File: src/rtl/heap_chain_ctl.sv
// Build/release sequencer for the linked-memory allocator: builds NIL-terminated chains and frees them.
// Optional pointer tag checking on release is enabled by defining HEAP_CHAIN_CHECK_EN.
module heap_chain_ctl #(
  parameter int DATA_SZ = 16,
  parameter int ADDR_SZ = 8
) (
  input  logic               i_clk,
  input  logic               i_rst,
  input  logic               i_cmd_valid,
  input  logic               i_cmd_op,
  input  logic [DATA_SZ-1:0] i_cmd_arg,
  output logic               o_cmd_ready,
  output logic               o_done,
  output logic [DATA_SZ-1:0] o_result,
  output logic               o_fault,
  output logic               o_alloc,
  output logic [DATA_SZ-1:0] o_data,
  output logic               o_free,
  output logic [DATA_SZ-1:0] o_addr,
  output logic               o_rd,
  output logic [DATA_SZ-1:0] o_raddr,
  input  logic [DATA_SZ-1:0] i_alloc_addr,
  input  logic [DATA_SZ-1:0] i_rdata,
  input  logic               i_heap_err
);

  localparam logic [DATA_SZ-1:0] NIL        = DATA_SZ'(1);
  localparam logic [DATA_SZ-1:0] LOOP_LIMIT = DATA_SZ'(1) << ADDR_SZ;

  typedef enum logic [2:0] {
    S_IDLE, S_BUILD, S_BLAST, S_REL_RD, S_REL_FREE, S_DONE, S_FAULT
  } state_t;

  state_t             state_q, state_d;
  logic [DATA_SZ-1:0] n_q, n_d;
  logic [DATA_SZ-1:0] cur_q, cur_d;
  logic [DATA_SZ-1:0] cnt_q, cnt_d;
  logic [DATA_SZ-1:0] result_q, result_d;
  logic               cur_ok;

`ifdef HEAP_CHAIN_CHECK_EN
  // Releasable pointers carry the MUT|VLT tag with DIR clear and no bits above the heap range.
  function automatic logic tag_ok(input logic [DATA_SZ-1:0] ptr);
    return (ptr[15:12] == 4'h5) && (ptr[11:ADDR_SZ] == '0);
  endfunction
  assign cur_ok = tag_ok(cur_q);
`else
  assign cur_ok = 1'b1;
`endif

  always_ff @(posedge i_clk or posedge i_rst) begin
    if (i_rst) begin
      state_q  <= S_IDLE;
      n_q      <= '0;
      cur_q    <= '0;
      cnt_q    <= '0;
      result_q <= '0;
    end else begin
      state_q  <= state_d;
      n_q      <= n_d;
      cur_q    <= cur_d;
      cnt_q    <= cnt_d;
      result_q <= result_d;
    end
  end

  assign o_result = result_q;

  always_comb begin
    state_d     = state_q;
    n_d         = n_q;
    cur_d       = cur_q;
    cnt_d       = cnt_q;
    result_d    = result_q;
    o_cmd_ready = 1'b0;
    o_done      = 1'b0;
    o_fault     = 1'b0;
    o_alloc     = 1'b0;
    o_data      = '0;
    o_free      = 1'b0;
    o_addr      = '0;
    o_rd        = 1'b0;
    o_raddr     = '0;

    case (state_q)
      S_IDLE: begin
        o_cmd_ready = 1'b1;
        if (i_cmd_valid) begin
          cnt_d = '0;
          if (!i_cmd_op) begin
            n_d = i_cmd_arg;
            if (i_cmd_arg == '0) begin
              result_d = NIL;
              state_d  = S_DONE;
            end else begin
              state_d = S_BUILD;
            end
          end else begin
            cur_d = i_cmd_arg;
            if (i_cmd_arg == NIL) begin
              result_d = '0;
              state_d  = S_DONE;
            end else begin
              state_d = S_REL_RD;
            end
          end
        end
      end
      // Each new cell points at the one allocated the cycle before; the first is the tail.
      S_BUILD: begin
        o_alloc = 1'b1;
        o_data  = (cnt_q == '0) ? NIL : i_alloc_addr;
        cnt_d   = cnt_q + 1'b1;
        if (cnt_d == n_q) state_d = S_BLAST;
      end
      S_BLAST: begin
        result_d = i_alloc_addr;
        state_d  = S_DONE;
      end
      S_REL_RD: begin
        if (!cur_ok) begin
          state_d = S_FAULT;
        end else begin
          o_rd    = 1'b1;
          o_raddr = cur_q;
          state_d = S_REL_FREE;
        end
      end
      // A count reaching the heap size can only come from a cyclic chain.
      S_REL_FREE: begin
        o_free = 1'b1;
        o_addr = cur_q;
        cur_d  = i_rdata;
        cnt_d  = cnt_q + 1'b1;
        if (cnt_d == LOOP_LIMIT) begin
          state_d = S_FAULT;
        end else if (i_rdata == NIL) begin
          result_d = cnt_d;
          state_d  = S_DONE;
        end else begin
          state_d = S_REL_RD;
        end
      end
      S_DONE: begin
        o_done  = 1'b1;
        state_d = S_IDLE;
      end
      S_FAULT: begin
        o_fault = 1'b1;
      end
      default: begin
        state_d = S_FAULT;
      end
    endcase

    if (i_heap_err && (state_q != S_IDLE) && (state_q != S_FAULT)) begin
      state_d = S_FAULT;
      o_done  = 1'b0;
    end
  end

endmodule

File: config.mk
export PLATFORM = sky130hd
export DESIGN_NAME = heap_chain_ctl
export DESIGN_NICKNAME = d
export VERILOG_FILES = /design/src/rtl/heap_chain_ctl.sv
export SDC_FILE = /design/constraint.sdc
export NUM_CORES = 1
export LEC_CHECK = 0
export ABC_AREA = 1
export BUFFER_PORTS_ARGS = -buffer_cell sky130_fd_sc_hd__buf_2
export CAP_MARGIN = 15
export CORE_ASPECT_RATIO = 1.2
export CORE_UTILIZATION = 25
export CTS_CLUSTER_DIAMETER = 200
export DETAILED_ROUTE_END_ITERATION = 6
export PLACE_DENSITY = 0.45
export RECOVER_POWER = 100
export SLEW_MARGIN = 20
export SYNTH_ARGS = -nofsm -noshare
export SYNTH_HDL_FRONTEND = slang
export SYNTH_SLANG_ARGS = --single-unit
File: constraint.sdc
create_clock -name i_clk -period 2.3 [get_ports i_clk]
set_input_delay 0.23 -clock i_clk [delete_from_list [all_inputs] [get_ports i_clk]]
set_output_delay 0.23 -clock i_clk [all_outputs]
set_load 0.05 [all_outputs]
==> metrics.md, run 1 <==
| Metric | Value |
|---|---|
| Final Setup Violations | `0` |
| FF+latch count, synth | `67` |
| Static Leak | `0.00322 uW` |
| Largest net degree at the start of global routing | `68` |
| Worst vdd ir | `slightly above 0.3 mV` |
| Post-route ant nets | `0` |
| Overflow after GRT | `0` |
| 1st-pass router iterations | `6` |
| Total wire length | `between 15 and 20 mm` |
| Netlist cell types | `35` |
| Inserted Diodes | `0` |
| Slowest CP cell | `dfrtp_2` |
| Top cells by count, synth | `nand2_1, inv_1, dfrtp_1` |
| Critical Path Sink Type | `output port` |
| Max Slew Vio Count | `0` |
| Top delay family on crit path | `buffers and inverters` |
| Vias | `approximately 4,700` |
| Setup TNS | `0 ns` |
| Via-to-Cell Ratio | `~4.8` |
| Tmin final | `roughly 2.2 ns` |
| Initial antenna violation count | `0` |
| Drt wl/cell | `~16 um` |
| Root buffer cell | `clkbuf_16` |
| M3 GR Usage | `3.22%` |
| Worst slew pin tran | `slightly below 1 ns` |
| Die area | `18,000 um^2` |
| Fin crit share | `between 90% and 100%` |
| Initial Util | `~26%` |
| Comb pwr share | `5.5%` |
| WS Path Type | `flop to output port` |
| CTS max path bufs | `2` |
| # IOs | `between 100 and 150` |
| Status | `completed` |
| Hold Violations, Final | `0` |
| Area Overhead vs Synth | `37.4%` |
| Reg2Reg Setup Slack | `approximately 0.13 ns` |
| Number of global-route vias before repair | `around 4,700` |
| WP buf/inv | `3` |
| Fraction of registers with async set/reset | `100%` |
| Worst-Skew Late Latency | `around 0.34 ns` |
| Hold Path Class | `input pin to flop` |
| Ranking of synthesized cells by area | `dfrtp_1, nand2_1, inv_1` |
| Tot GR Track Use | `between 15 and 20%` |
| Reg-to-reg endpoint | `o_result[13]$_DFFE_PP0P_` |
| Clk pin slew, worst setup/hold paths | `roughly 0.060 ns` |
| Area share of the largest cell type after synthesis | `between 30% and 40%` |
| Syn Inst Count | `roughly 630` |
| Crit-path cells | `inv_2 > ha_4 > nand4_1 > nor4_2 > nand2_1 > buf_4 > a21oi_4 > buf_2` |
| CP Launch Type | `flop` |
| Max Clock Skew | `0.0126 ns` |
| RR Startpoint | `cnt_q[1]$_DFFE_PP0P_` |
| RD Place Congestion | `around 0.91` |
| CP max FO | `2` |
| Reg power frac | `~44%` |
| CTS Buf Count | `9` |
| Layout cells sized above 1 | `27.2%` |
| Cell count along the critical path | `8` |
| Net Switching | `~630 uW` |
| Seq/Total Area, Yosys | `38.3%` |
| Int Pwr | `2110 uW` |
| Max Fclk | `452 MHz` |
| Synth Cell Area | `4380 um^2` |
| Slew margin rel. | `roughly 34%` |
| EDFF count, synth | `0` |
| R2R depth | `16` |
| Global-route met2 utilization | `between 30% and 40%` |
| Required time worst endpoint | `2.07 ns` |
| Clock Power Share | `between 50% and 60%` |
| Top-count cell post-synth | `nand2_1` |
| DPL Wire Length | `12.0 mm` |
| First-pass GRT wire length | `24.5 mm` |
| Chip height | `147 um` |
| Worst path arrival time | `~2.0 ns` |
| Yosys top cell by area | `dfrtp_1` |
| Pwr Density | `~460 nW/um^2` |
| Area taken by flip-flops and latches | `around 1700 um^2` |
| Footprint of the multi-input gates | `between 2000 and 2500 um^2` |
| Met1 usage | `around a fifth` |
| Net Sw Frac | `a little under a quarter` |
| Worst Setup SP | `cnt_q[0]$_DFFE_PP0P_` |
| Syn avg cell area | `slightly below 7 um^2` |
| Placeable Area | `approximately 17,000 um^2` |
| WHS Path Cells | `2` |
| Tot Pwr | `2740 uW` |
| Syn Nets | `approximately 700` |
| Buffers on Ports | `roughly 120` |
| Die width | `around 120 um` |
| GRT Max-Usage Layer | `met2` |
| Htree depth | `3` |
| Top FF cell, synth | `dfrtp_1` |
| Critical Path Max Stage Delay | `~0.42 ns` |
| Drt drc | `0` |
| CP Capture Point | `o_data[0]` |
| Filler cells | `about 1,800` |
| Initial DRC count | `281` |
| # rows | `52` |
| CTS tree | `done` |
| Clk sinks | `between 60 and 70` |
| Ys Warns | `0` |
| Nets | `just over 800` |
| Max-Cap Viols | `0` |
==> routing by layer <==
layer / up-vias / part of all wire, %
li1: 2344 / -
met5: - / 0
met2: 173 / 49
met4: 0 / 3.7
met3: 38 / 4.4
met1: 2185 / 43
==> how the worst min path moves through the flow <==
stage | start | to | slack, ns
detailed placement | i_rst | cur_q[5]$_DFFE_PP0P_ | 0.34
global placement | i_rst | cur_q[8]$_DFFE_PP0P_ | 0.34
finish | i_cmd_arg[7] | n_q[7]$_DFFE_PP0P_ | 0.17
floorplan | i_cmd_arg[7] | n_q[7]$_DFFE_PP0P_ | 0.38
global route | i_cmd_arg[7] | n_q[7]$_DFFE_PP0P_ | 0.19
CTS | i_cmd_arg[7] | n_q[7]$_DFFE_PP0P_ | 0.16
==> worst reg2reg max path, stage by stage, from the launching register on <==
cell	delay [ns]
dfrtp_1	0.38
buf_4	0.15
ha_4	0.14
nand2_4	0.07
nor2_4	0.21
buf_4	0.14
nand3_1	0.08
nand2_1	0.11
nand2_2	0.08
nand2_1	0.13
nor2_4	0.07
nand3_2	0.10
nand2_4	0.07
inv_8	0.14
nand2_8	0.09
nand2_1	0.07
nand2_1	0.04
==> area by class of cell <==
type / count / share of cell area (%)
inverters: 107 / 6.82
flip-flops and latches: 67 / 27.9
clock buffers: 12 / 4.10
multi-input cells: 437 / 40.4
well taps: 216 / 4.49
clock inverters: 4 / 0.832
repair buffers: 150 / 15.5
==> what timing repair did <==
| action | in CTS | in global routing |
|---|---|---|
| hold buffers | 1 | 0 |
| resized for setup | 40 | 22 |
| hold endpoints to repair | 67 | 0 |
| buffers inserted | 7 | 4 |
| pin swaps | 3 | 10 |
| endpoints found under the setup margin | 18 | 46 |
| gates cloned | 1 | 1 |
==> power by group through the flow <==
stage / combinational [uW] / sequential, uW / clock, uW
floorplan: 70.8 / 1220 / 0
global placement: 154 / 1220 / 0
detailed placement: 156 / 1220 / 0
CTS: 158 / 1200 / 1430
global route: 172 / 1200 / 1480
finish: 150 / 1200 / 1390
==> cells in the final DEF (no fill, tap or decap), drive strengths merged <==
cell	count
o21a	1
clkinv	3
buf	96
mux2	1
o211ai	16
clkbuf	65
nand2	162
clkinvlp	2
ha	3
nand3b	8
o221ai	1
dfrtp	67
nor3	20
nor2	75
nand4	21
xnor2	2
o22ai	30
o21ai	39
dlygate4sd3	1
nand3	51
bufinv	1
xor2	1
inv	105
a211oi	1
a21oi	4
nor4	1
==> state kept, by name, indices dropped and copies added (netlist names) <==
signal    flops
cnt_q        16
cur_q        16
n_q          16
o_result     16
state_q       3
==> metrics by stage <==
step	cell area (um^2)	util, %	std cells	setup slack [ns]	hold WS [ns]
2_1_floorplan	4550	-	633	-0.0748	0.380
3_3_place_gp	5470	32.2	965	0.0982	0.338
6_report	6010	35.4	993	0.0900	0.166
4_1_cts	5980	35.2	990	0.00993	0.156
3_5_place_dp	5480	32.2	965	0.0830	0.345
5_1_grt	6010	35.4	993	-0.0194	0.185
==> cells by family after synthesis <==
group	Yosys count	share of synthesized area, %
AND/OR/NAND/NOR	337	35.3
buffers and inverters	130	12.1
AO/OA/AOI/OAI	92	12.6
flip-flops	67	38.3
XOR/XNOR	3	0.600
adder cells (fa/ha/maj)	3	0.857
multiplexers	1	0.257
Power figures use the tool's default switching activity.
==> run 2, diff against run 1 <==
CTS_BUF_LIST = sky130_fd_sc_hd__clkbuf_8   (was unset)
REMOVE_ABC_BUFFERS = 1   (was unset)
==> metrics.md, run 2 (synthesized netlist as in run 1, its figures left out) <==
| Metric | Value |
|---|---|
| Status | `completed` |
| Total wire length | `~15 mm` |
| WP buf/inv | `2` |
| RD Place Congestion | `0.867` |
| Worst vdd ir | `slightly below 0.2 mV` |
| Max Clock Skew | `about 0.012 ns` |
| DPL Wire Length | `about 12 mm` |
| Worst-Skew Late Latency | `~0.37 ns` |
| Critical Path Sink Type | `output port` |
| Overflow after GRT | `0` |
| First-pass GRT wire length | `between 20 and 25 mm` |
| CP Launch Type | `flop` |
| Drt wl/cell | `approximately 15 um` |
| CTS max path bufs | `2` |
| Max-Cap Viols | `0` |
| WS Path Type | `flop to output port` |
| Slowest CP cell | `dfrtp_2` |
| Top delay family on crit path | `flip-flops` |
| Initial Util | `approximately 26%` |
| Vias | `4,638` |
| CTS Buf Count | `9` |
| Reg-to-reg endpoint | `o_result[3]$_DFFE_PP0P_` |
| Required time worst endpoint | `2.07 ns` |
| Root buffer cell | `clkbuf_8` |
| Post-route ant nets | `0` |
| Final WS setup | `about 0.12 ns` |
| CTS tree | `done` |
| Commonest non-fill, non-tap cell in the layout | `nand2_1` |
| Largest net degree at the start of global routing | `33` |
| Nets | `~830` |
| Placeable Area | `17,000 um^2` |
| # IOs | `approximately 120` |
| Hold Path Class | `input pin to flop` |
| Hold Violations, Final | `0` |
| Crit-path cells | `inv_2 > ha_1 > nand4_1 > nor4_2 > nand2_1 > a21oi_1 > clkbuf_4` |
| R2R depth | `15` |
| Clk pin slew, worst setup/hold paths | `approximately 0.07 ns` |
| Worst Setup SP | `cnt_q[0]$_DFFE_PP0P_` |
| WHS | `between 0.1 and 0.15 ns` |
| Chip height | `about 150 um` |
| 1st-pass router iterations | `4` |
| Reg2Reg Setup Slack | `approximately 0.13 ns` |
| Worst path arrival time | `1.95 ns` |
| Htree depth | `3` |
| Number of global-route vias before repair | `around 4,500` |
| Static Leak | `around 0.0032 uW` |
| Inserted Diodes | `0` |
| Max Fclk | `roughly 460 MHz` |
| Initial antenna violation count | `0` |
| Commonest non-fill, non-tap cells in the layout | `nand2_1, inv_1, dfrtp_1` |
| Layout cells sized above 1 | `between 20% and 30%` |
| # rows | `52` |
| Tmin final | `approximately 2.2 ns` |
| Fin crit share | `94.8%` |
| Slew margin rel. | `between 40 and 50%` |
| Drt drc | `0` |
| Via-to-Cell Ratio | `4.68` |
| Clk sinks | `67` |
| Tot GR Track Use | `16.8%` |
| CP max FO | `5` |
| Buffers on Ports | `122` |
| RSZ-0062 raised after global routing | `yes` |
| Critical Path Max Stage Delay | `0.47 ns` |
| Worst slack at placement | `0.0421 ns` |
| Worst slew pin tran | `between 0.8 and 0.9 ns` |
| Min-delay src | `i_cmd_arg[12]` |
| Max Slew Vio Count | `0` |
| Initial DRC count | `~160` |
| Die width | `approximately 120 um` |
| Pwr Density | `~440 nW/um^2` |
| Cell count along the critical path | `7` |
| CP Capture Point | `o_data[0]` |
| RR Startpoint | `cnt_q[0]$_DFFE_PP0P_` |
| Area Overhead vs Synth | `30.0%` |
| Die area | `18,000 um^2` |
| Final Setup Violations | `0` |
run 2: cell count changes in the layout (fill, tap and decap cells not counted), sizes merged:
cell / delta
clkbuf: -5
buf: +3
inv: +2
bufinv: +1
clkinv: -1
clkinvlp: -1
run 2: how the worst min path moves through the flow:
stage                        endpoint  slack [ns]  cells past startpoint
6_report        cur_q[12]$_DFFE_PP0P_        0.14                      3
5_1_grt          cur_q[3]$_DFFE_PP0P_        0.15                      3
3_5_place_dp     cur_q[5]$_DFFE_PP0P_        0.29                      2
3_3_place_gp   state_q[0]$_DFFE_PP0P_        0.29                      2
2_1_floorplan      n_q[7]$_DFFE_PP0P_        0.38                      1
4_1_cts         cur_q[15]$_DFFE_PP0P_        0.13                      3
run 2: layout make-up:
class | count | area [um^2]
Sequential cell | 67 | 1680
Timing Repair Buffer | 149 | 851
Clock buffer | 11 | 151
Clock inverter | 5 | 76.3
Inverter | 107 | 409
Tap cell | 216 | 270
Fill cell | 1859 | 11300
Multi-Input combinational cell | 437 | 2250
run 2: what timing repair did:
item                       4_1_cts  5_1_grt
hold endpoints to repair        18        0
setup buffers                    0        7
setup endpoints to repair       33       52
pin swaps                        0        6
gates cloned                     0        1
hold buffers                     1        0
resized for setup                2       64
run 2: tightest hold or removal path, stage by stage:
cell,delay (ns)
buf_2,0.09
o211ai_1,0.08
o21ai_0,0.07
run 2: layer usage:
metal  global-route usage, %  up-vias  part of all wire [%]
met1                    20.6     2142                    45
met3                    3.03       23                   3.8
met5                       0        -                     0
met4                    9.27        0                   3.0
li1                        -     2340                     -
met2                    27.4      133                    49
run 2: power breakdown:
group | switching, uW | internal [uW]
registers | 4.12 | 1190
clock network | 502 | 664
logic | 93.2 | 49.0
total | 599 | 1910
run 2: metrics by stage:
| stage | total power, uW | utilization (%) | TNS [ns] | instance area [um^2] | instances |
|---|---|---|---|---|---|
| 6_report | 2500 | 33.5 | 0 | 5690 | 992 |
| 5_1_grt | 2600 | 33.5 | -0.127 | 5690 | 992 |
| 4_1_cts | 2540 | 32.8 | 0 | 5560 | 984 |
| 3_5_place_dp | 1370 | 31.3 | 0 | 5320 | 967 |
| 3_3_place_gp | 1370 | 31.3 | 0 | 5320 | 967 |
| 2_1_floorplan | 1280 | - | -135.41 | 4250 | 610 |
==> run 3, diff against run 2 <==
CAP_MARGIN = unset   (was 15)
PLACE_DENSITY = 0.47   (was 0.45)
RECOVER_POWER = 50   (was 100)
clock period = 1.97 ns   (was 2.3 ns; I/O delays follow)
==> metrics.md, run 3 (synthesized netlist as in run 1, its figures left out) <==
| Metric | Value |
|---|---|
| Area Overhead vs Synth | `60.1%` |
| Worst vdd ir | `between 0.2 and 0.3 mV` |
| Worst slew pin tran | `about 0.98 ns` |
| First-pass GRT wire length | `about 25 mm` |
| 1st-pass router iterations | `6` |
| Fin area | `7010 um^2` |
| Clock Power Share | `around 45%` |
| Required time worst endpoint | `between 1.5 and 2 ns` |
| CP Capture Point | `o_data[10]` |
| RD Place Congestion | `just over 0.8` |
| Reg power frac | `between 40% and 50%` |
| Worst path arrival time | `around 2.0 ns` |
| Commonest non-fill, non-tap cells in the layout | `nand2_1, inv_1, buf_2` |
| Largest net degree at the start of global routing | `68` |
| Clk sinks | `67` |
| Min-delay src | `i_cmd_arg[12]` |
| Buffers on Ports | `between 100 and 150` |
| DPL Wire Length | `~11 mm` |
| Comb pwr share | `around 6.3%` |
| WS Path Type | `flop to output port` |
| Failing checks | `negative setup slack` |
| Reg-to-reg endpoint | `o_result[1]$_DFFE_PP0P_` |
| Root buffer cell | `clkbuf_8` |
| Final WS setup | `-0.179 ns` |
| Total wire length | `16.2 mm` |
| CTS tree | `done` |
| CP max FO | `6` |
| Reg2Reg Setup Slack | `-0.16 ns` |
| Initial DRC count | `between 100 and 150` |
| Static Leak | `0.00369 uW` |
| Drt drc | `0` |
| Via-to-Cell Ratio | `~4.6` |
| Placeable Area | `17,000 um^2` |
| Chip height | `between 100 and 150 um` |
| Max-Cap Viols | `0` |
| DP Area | `around 5700 um^2` |
| Inserted Diodes | `0` |
| Vias | `4,941` |
| Net Switching | `between 700 and 800 uW` |
| RR Startpoint | `cnt_q[0]$_DFFE_PP0P_` |
| Int Pwr | `2080 uW` |
| Initial antenna violation count | `0` |
| Overflow after GRT | `0` |
| Htree depth | `3` |
| Clk pin slew, worst setup/hold paths | `around 0.090 ns` |
| Tot GR Track Use | `a little under a fifth` |
| Nets | `roughly 900` |
| Filler cells | `roughly 1,800` |
| R2R depth | `16` |
| Max Clock Skew | `0.0137 ns` |
| Initial Util | `25.8%` |
| Critical Path Sink Type | `output port` |
| Hold Violations, Final | `0` |
| Fin crit share | `109%` |
| # IOs | `123` |
| CTS max path bufs | `2` |
| Max Fclk | `approximately 470 MHz` |
| Die area | `18,000 um^2` |
| Layout cells sized above 1 | `40.7%` |
| Status | `finished with violations` |
| CP Launch Type | `flop` |
| Net Sw Frac | `between 20% and 30%` |
| Hold Path Class | `input pin to flop` |
| Tmin final | `2.15 ns` |
| Worst slack at placement | `-0.254 ns` |
| CTS Buf Count | `9` |
| Commonest non-fill, non-tap cell in the layout | `nand2_1` |
| Drt wl/cell | `between 15 and 20 um` |
| Number of global-route vias before repair | `between 4,000 and 5,000` |
| # rows | `52` |
| Worst Setup SP | `cnt_q[0]$_DFFE_PP0P_` |
| Pwr Density | `slightly above 400 nW/um^2` |
| Max Slew Vio Count | `0` |
| Die width | `123 um` |
| Slew margin rel. | `a little over a third` |
| Post-route ant nets | `0` |
| Worst-Skew Late Latency | `0.37 ns` |
| Final Setup Violations | `between 50 and 60` |
| RSZ-0062 raised after global routing | `yes` |
| WHS | `0.104 ns` |
[run 3: cell count changes in the layout (fill, tap and decap cells not counted), sizes merged]
cell,before,now
buf,99,210
bufinv,2,1
clkbuf,60,21
clkinv,2,5
inv,107,108
nor2,75,76
[run 3: metrics by stage]
step / instances / util (%) / TNS, ns / power (uW)
6_report: 1068 / 41.3 / -5.80 / 2850
5_1_grt: 1068 / 41.3 / -11.00 / 2960
4_1_cts: 1055 / 39.9 / -9.40 / 2890
3_5_place_dp: 1015 / 33.4 / -9.24 / 1590
3_3_place_gp: 1015 / 33.4 / -8.61 / 1590
2_1_floorplan: 610 / - / -165.17 / 1500
[run 3: worst min path at each step]
| stage | endpoint | slack [ns] | cells past startpoint |
|---|---|---|---|
| finish | cur_q[12]$_DFFE_PP0P_ | 0.10 | 3 |
| floorplan | n_q[7]$_DFFE_PP0P_ | 0.35 | 1 |
| CTS | cur_q[12]$_DFFE_PP0P_ | 0.08 | 3 |
| global placement | state_q[2]$_DFFE_PP0P_ | 0.31 | 3 |
| detailed placement | state_q[2]$_DFFE_PP0P_ | 0.31 | 3 |
| global route | n_q[7]$_DFFE_PP0P_ | 0.11 | 2 |
[run 3: what timing repair did]
action / CTS / global route
endpoints found under the hold margin: 67 / 0
pin swaps: 26 / 30
gates resized for setup: 188 / 34
cloned: 6 / 3
setup buffers: 17 / 11
hold buffers: 1 / 0
endpoints found under the setup margin: 84 / 60
[run 3: area by class of cell]
class	instances	area, um^2	share of cell area (%)
repair buffers	222	1760	25.1
flip-flops and latches	67	1680	24.0
clock buffers	10	138	1.96
repair inverters	2	12.5	0.178
multi-input cells	438	2650	37.8
well taps	216	270	3.86
clock inverters	6	72.6	1.04
inverters	107	433	6.18
[run 3: layer usage]
| metal | track usage [%] | routed length, um |
|---|---|---|
| met1 | 22.6 | 6860 |
| met2 | 31.3 | 8170 |
| met3 | 2.21 | 567 |
| met4 | 9.70 | 647 |
| met5 | 0 | 0 |
[run 3: power groups by stage]
stage	Clock [uW]	Combinational (uW)	Sequential [uW]
floorplan	0	75.5	1420
global placement	0	169	1420
detailed placement	0	171	1420
CTS	1310	186	1400
global route	1360	206	1400
finish	1270	180	1400
[run 3: worst max-delay path, stage by stage (launching register included)]
cell	delay (ns)
dfrtp_1	0.41
inv_2	0.09
ha_4	0.14
nand4_1	0.11
nor4_2	0.23
nand2_2	0.17
inv_4	0.11
buf_8	0.13
nor3_2	0.05
buf_6	0.15
